===== config.mk =====
export PLATFORM = sky130hd
export DESIGN_NAME = rc5_key_schedule_flat
export DESIGN_NICKNAME = d
export VERILOG_FILES = /design/src/rtl/rc5_pkg.sv /design/src/rtl/rc5_key_schedule_if.sv /design/src/rtl/rotl.sv /design/src/rtl/rc5_key_schedule.sv /design/src/flat_wrapper.sv
export SDC_FILE = /design/constraint.sdc
export NUM_CORES = 2
export LEC_CHECK = 0
export ABC_AREA = 1
export BUFFER_PORTS_ARGS = -buffer_cell sky130_fd_sc_hd__buf_2
export CAP_MARGIN = 20
export CORE_ASPECT_RATIO = 1.75
export CORE_MARGIN = 5
export CORE_UTILIZATION = 32
export DETAILED_ROUTE_END_ITERATION = 12
export SKIP_LAST_GASP = 1
export SLEW_MARGIN = 10
export SYNTH_ARGS = -nofsm -noshare
export SYNTH_HDL_FRONTEND = slang
export SYNTH_SLANG_ARGS = --single-unit

===== constraint.sdc =====
create_clock -name clk -period 10 [get_ports clk]
set_input_delay 1 -clock clk [delete_from_list [all_inputs] [get_ports clk]]
set_output_delay 1 -clock clk [all_outputs]
set_load 0.05 [all_outputs]

===== src/rtl/rc5_pkg.sv =====
// Shared constants, FSM state type and S-table initial values for the RC5-16 key schedule.
package rc5_pkg;

    localparam int W          = 16;
    localparam int C          = 8;
    localparam int MAX_ROUNDS = 16;
    localparam int T_MAX      = 2 * (MAX_ROUNDS + 1);
    localparam int KEY_W      = W * C;
    localparam int ADDR_W     = 6;
    localparam int ROUND_W    = 5;

    localparam logic [W-1:0] P16 = 16'hB7E1;
    localparam logic [W-1:0] Q16 = 16'h9E37;

    typedef enum logic [1:0] {
        ST_IDLE,
        ST_INIT,
        ST_MIX,
        ST_DONE
    } ks_state_t;

    // Magic-constant progression P16 + idx*Q16, truncated to 16 bits.
    function automatic logic [W-1:0] s_init(input logic [ADDR_W-1:0] idx);
        return P16 + Q16 * W'(idx);
    endfunction

endpackage


===== src/rtl/rc5_key_schedule_if.sv =====
// Control, key input and subkey read port of the RC5-16 key schedule.
interface rc5_key_schedule_if;
    import rc5_pkg::*;

    logic                start;
    logic [KEY_W-1:0]    key;
    logic [ROUND_W-1:0]  num_rounds;
    logic                busy;
    logic                done;
    logic                valid;
    logic [ADDR_W-1:0]   sk_addr;
    logic [W-1:0]        sk_data;

    modport master (
        output start, key, num_rounds, sk_addr,
        input  busy, done, valid, sk_data
    );

    modport slave (
        input  start, key, num_rounds, sk_addr,
        output busy, done, valid, sk_data
    );

endinterface


===== src/rtl/rotl.sv =====
// 16-bit (parameterisable) rotate-left by a variable amount.
module rotl #(
    parameter int W = 16
) (
    input  logic [W-1:0]         data_i,
    input  logic [$clog2(W)-1:0] n_i,
    output logic [W-1:0]         data_o
);

    logic [2*W-1:0] doubled;

    always_comb begin
        doubled = {data_i, data_i} << n_i;
        data_o  = doubled[2*W-1:W];
    end

endmodule


===== src/rtl/rc5_key_schedule.sv =====
// RC5-16 key expansion (b=16, c=8): one mixing step per cycle, combinational subkey read port.
// Define RC5_KS_FAST_INIT_EN to load the whole S table in a single INIT cycle.
module rc5_key_schedule
    import rc5_pkg::*;
(
    input  logic              clk,
    input  logic              rst,
    rc5_key_schedule_if.slave bus
);

    ks_state_t state, state_nx;

    logic [W-1:0]       s_mem [T_MAX];
    logic [W-1:0]       l_mem [C];
    logic [W-1:0]       a_reg, b_reg;
    logic [ADDR_W-1:0]  i_cnt, t_reg;
    logic [2:0]         j_cnt;
    logic [6:0]         k_cnt, n_reg;
    logic               valid_reg;

    logic [ROUND_W-1:0] r_clamp;
    logic [ADDR_W-1:0]  t_calc;
    logic [6:0]         n_calc;
    logic [W-1:0]       a_sum, a_new, ab_sum, b_sum, b_new;
    logic               last_i, last_k;

    always_comb begin
        r_clamp = (bus.num_rounds > ROUND_W'(MAX_ROUNDS)) ? ROUND_W'(MAX_ROUNDS) : bus.num_rounds;
        t_calc  = {r_clamp, 1'b0} + 6'd2;
        n_calc  = (t_calc > 6'd8) ? 7'(t_calc) * 7'd3 : 7'd24;
        last_i  = (i_cnt == t_reg - 6'd1);
        last_k  = (k_cnt == n_reg - 7'd1);
        a_sum   = s_mem[i_cnt] + a_reg + b_reg;
        ab_sum  = a_new + b_reg;
        b_sum   = l_mem[j_cnt] + ab_sum;
    end

    rotl #(.W(W)) u_rotl_a (.data_i(a_sum), .n_i(4'd3),        .data_o(a_new));
    rotl #(.W(W)) u_rotl_b (.data_i(b_sum), .n_i(ab_sum[3:0]), .data_o(b_new));

    // NOTE: every variable gets a default before the case so no path leaves it unassigned (no latch).
    always_comb begin
        state_nx = state;
        case (state)
            ST_IDLE: if (bus.start) state_nx = ST_INIT;
`ifdef RC5_KS_FAST_INIT_EN
            ST_INIT: state_nx = ST_MIX;
`else
            ST_INIT: if (last_i) state_nx = ST_MIX;
`endif
            ST_MIX:  if (last_k) state_nx = ST_DONE;
            ST_DONE: state_nx = ST_IDLE;
            default: state_nx = ST_IDLE;
        endcase
    end

    assign bus.busy    = (state != ST_IDLE);
    assign bus.done    = (state == ST_DONE);
    assign bus.valid   = valid_reg;
    assign bus.sk_data = (valid_reg && (bus.sk_addr < t_reg)) ? s_mem[bus.sk_addr] : '0;

    // NOTE: sequential state uses non-blocking assignments so all registers update from pre-edge values.
    always_ff @(posedge clk) begin
        if (rst) begin
            state     <= ST_IDLE;
            valid_reg <= 1'b0;
            a_reg     <= '0;
            b_reg     <= '0;
            i_cnt     <= '0;
            j_cnt     <= '0;
            k_cnt     <= '0;
            t_reg     <= '0;
            n_reg     <= '0;
            // NOTE: the S and L arrays are cleared here because reset must leave no key material behind.
            for (int q = 0; q < T_MAX; q++) s_mem[q] <= '0;
            for (int q = 0; q < C; q++)     l_mem[q] <= '0;
        end else begin
            state <= state_nx;
            case (state)
                ST_IDLE: if (bus.start) begin
                    valid_reg <= 1'b0;
                    t_reg     <= t_calc;
                    n_reg     <= n_calc;
                    a_reg     <= '0;
                    b_reg     <= '0;
                    i_cnt     <= '0;
                    j_cnt     <= '0;
                    k_cnt     <= '0;
                    for (int q = 0; q < C; q++) l_mem[q] <= bus.key[W*q +: W];
                end
                ST_INIT: begin
`ifdef RC5_KS_FAST_INIT_EN
                    for (int q = 0; q < T_MAX; q++) s_mem[q] <= s_init(ADDR_W'(q));
                    i_cnt <= '0;
`else
                    s_mem[i_cnt] <= s_init(i_cnt);
                    i_cnt        <= last_i ? '0 : i_cnt + 6'd1;
`endif
                end
                ST_MIX: begin
                    s_mem[i_cnt] <= a_new;
                    l_mem[j_cnt] <= b_new;
                    a_reg        <= a_new;
                    b_reg        <= b_new;
                    i_cnt        <= last_i ? '0 : i_cnt + 6'd1;
                    j_cnt        <= j_cnt + 3'd1;
                    k_cnt        <= k_cnt + 7'd1;
                end
                ST_DONE: valid_reg <= 1'b1;
                default: ;
            endcase
        end
    end

endmodule


===== src/flat_wrapper.sv =====
// flat-port wrapper written by rule: the top's interface ports become plain ports
module rc5_key_schedule_flat import rc5_pkg::*;
  (clk, rst, bus_start, bus_key, bus_num_rounds, bus_sk_addr, bus_busy, bus_done, bus_valid, bus_sk_data);
  rc5_key_schedule_if bus_i ();
  input  logic clk;
  input  logic rst;
  input wire logic [$bits(bus_i.start)-1:0] bus_start;
  input wire logic [$bits(bus_i.key)-1:0] bus_key;
  input wire logic [$bits(bus_i.num_rounds)-1:0] bus_num_rounds;
  input wire logic [$bits(bus_i.sk_addr)-1:0] bus_sk_addr;
  output wire logic [$bits(bus_i.busy)-1:0] bus_busy;
  output wire logic [$bits(bus_i.done)-1:0] bus_done;
  output wire logic [$bits(bus_i.valid)-1:0] bus_valid;
  output wire logic [$bits(bus_i.sk_data)-1:0] bus_sk_data;
  assign bus_i.start = bus_start;
  assign bus_i.key = bus_key;
  assign bus_i.num_rounds = bus_num_rounds;
  assign bus_i.sk_addr = bus_sk_addr;
  assign bus_busy = bus_i.busy;
  assign bus_done = bus_i.done;
  assign bus_valid = bus_i.valid;
  assign bus_sk_data = bus_i.sk_data;
  rc5_key_schedule u_core (.clk(clk), .rst(rst), .bus(bus_i));
endmodule

==> metrics.txt <==
DRC violations left=0; grt total ovfl=0; Async SR Flop Fraction=0%; die footprint=around 0.22 mm²; Post-Syn Area per Cell=about 8.7 µm²; CTS tree=yes; max reg flops=1024; Initial Util=about a third; Period minus WS final=roughly 9500 ps; root buf cell=clkbuf_16; FILL cells=21300; WP data required=between 10000 and 15000 ps; Ys Warns=0; GR Layer Usage met3=under 10%; cell area power density=roughly 300 mW/mm²; clk buf depth=3; flops & latches, synth=between 1000 and 1500; Die Y-Extent=between 600 and 700 µm; Worst-Margin Slew=1240 ps; Max Fclk=105 MHz; clk_skew=approximately 68 ps; distinct cell type count after synthesis=60; CP top delay family=compound AO/OA/AOI/OAI gates; Seq/Total Area, Yosys=52.6%; CP Depth=47; IO buf count=160; GR peak layer=met2; M1 GR Usage=approximately 26%; most frequent CP cell=nand2_1; clock sinks=about 1200; Net Count, Synth=about 8000; Hold Path End=u_core.a_reg[6]; Site Rows=around 220; antenna violations before repair=24; Worst-path clk slew=about 70 ps; slew margin rel.=about 17%; GP Congestion=around 1.0; mapped cell area=between 0.06 and 0.07 mm²; worst reg2reg path endpoint=u_core.l_mem[5][15]; fin nets=8087; Detailed Routing Iterations Pass 1=12; endpoint class of the critical path=flip-flop; met2 Use GR=42.9%; Final HPWL DP=between 150 and 200 mm; Crit-path slowest cell=o221ai_1; layout cells sized above 1=about a tenth; Core Footprint=0.213 mm²; status=finished clean; Gate Count Post-Synth=slightly below 8000; Post-CTS Hold Buffers=0; RSZ-0062 raised after global routing=false; hold depth=2; remaining antenna violation count after routing=0; clk_lat worst skew=780 ps; HP Class=flip-flop to flip-flop; Core Util, Final=roughly 36%; Die Wd=360 µm; sum of buffers and inverters on the critical path=4; Tot GR Track Use=roughly a quarter; Num CTS Buffers=roughly 110; leakage=around 0.029 µW; R2R depth=47; vias=between 60000 and 70000; number of synthesized flops with an enable pin=roughly 1200; sum of negative setup slack=0 ps; reg-to-reg slack, setup=between 500 and 600 ps; Final period util=94.9%; origin of the worst min-delay path=u_core.a_reg[6]; final hold vios=0; WHS=478 ps; Setup Fix Bufs, Post-CTS=0; Pwr Total=between 20000 and 25000 µW; ys flop type=edfxtp_1; Routed WL per cell=between 20 and 30 µm; worst-path fanout max=39; Syn-to-layout area delta=12.7%; largest net degree at the start of global routing=156; H-tree Lvls=3; startpoint types=flip-flop; slowest stage delay, CP=800 ps; WS Path Type=flip-flop to flip-flop; initial DRC count=approximately 7400; DRT Wirelength=a little under 300 mm; wire length of the first global-routing pass=420 mm; Via density=approximately 6; vias in the first global route=a little over 60000; setup violators final=0; MaxCap Viol Count=0; maximum vdd drop=between 0.4 and 0.5 mV; crit path DAT=roughly 10000 ps; largest register by flop count=u_core.s_mem; Largest regs=u_core.s_mem: 1024 flops, u_core.l_mem: 128 flops; Pins Over Slew Limit=0; Ports=around 160
-- synth_stat cells, types with 92 or more instances --
cell type | count | area [µm²]
a21oi_1 | 600 | 3000
a221oi_1 | 108 | 946
buf_2 | 98 | 490
clkbuf_1 | 413 | 1550
edfxtp_1 | 1152 | 34600
ha_1 | 109 | 1360
inv_1 | 560 | 2100
nand2_1 | 1020 | 3830
nand3_1 | 796 | 3980
nor2_1 | 1217 | 4570
o211ai_1 | 136 | 1020
o21ai_0 | 958 | 4790
o22ai_1 | 92 | 576
-- how the worst max path moves through the flow --
stage | to | slack [ps]
after floorplan | u_core.l_mem[3][6] | 2570
after global placement | u_core.l_mem[0][3] | 740
after detailed placement | u_core.l_mem[2][7] | 750
after CTS | u_core.l_mem[5][15] | 750
after global routing | u_core.l_mem[6][12] | 80
final | u_core.l_mem[5][15] | 510
-- through the flow --
stage                     setup slack (ps)  cells  area, µm²
after floorplan                       2570   7862      68500
after global placement                 736  10500      72900
after detailed placement               747  10500      73000
after CTS                              747  10700      76900
after global routing                  79.2  10700      77100
final                                  514  10700      77100
-- cell families (layout without fill, tap and decap cells) --
family,Yosys count,after routing,synth area share (%)
AND/OR/NAND/NOR,3164,3164,19.5
flip-flops,1223,1223,52.6
multiplexers,1,1,0.0146
XOR/XNOR,65,65,0.854
AO/OA/AOI/OAI,2071,2071,17.1
other,0,13,0
adder cells (fa/ha/maj),145,145,3.05
buffers and inverters,1193,1228,6.90
-- worst register-to-register path: cells and delay by family (launching register included) --
| kind | cells | cell delay [ps] |
|---|---|---|
| buffers and inverters | 4 | 920 |
| AO/OA/AOI/OAI | 14 | 2830 |
| adder cells (fa/ha/maj) | 5 | 1810 |
| flip-flops | 1 | 680 |
| XOR/XNOR | 3 | 580 |
| AND/OR/NAND/NOR | 21 | 2360 |
-- metal layers --
layer	share of wire, %	routed length [µm]	vias to the layer above
li1	-	-	27300
met1	32	94300	30100
met2	48	142000	4027
met3	8.3	24500	1202
met4	12	34900	8
met5	0.019	56	-
-- timing repair --
action                                 4_1_cts  5_1_grt
endpoints found under the hold margin        0        0
gates resized for setup                      0        1
setup endpoints to repair                    0        1
-- area by class of cell --
cell class	instances	area [µm²]	area share (%)
flip-flops and latches	1223	36000	46.7
multi-input cells	5446	27900	36.2
well taps	2825	3530	4.58
repair buffers	430	3390	4.40
clock buffers	135	2990	3.88
inverters	587	2230	2.89
clock inverters	76	961	1.25
diodes	13	32.5	0.0422
-- layout by cell type, fill, tap and decap left out, drive strengths merged, types with 31 or more instances in the layout --
master,count
buf,430
nor2,1258
a31oi,31
o21ai,988
clkinv,46
ha,109
nand2,1031
clkbuf,135
o221ai,36
o211ai,137
dfxtp,71
xor2,45
o22ai,92
a21oi,601
edfxtp,1152
nand3,829
inv,591
fa,36
a221oi,108
-- power breakdown --
group          switching (µW)  total [µW]  leakage, µW  internal (µW)
Combinational            7940       11400       0.0147           3470
Clock                    2130        4770      0.00193           2640
Sequential                209        6400       0.0119           6190
Power figures use the tool's default switching activity.
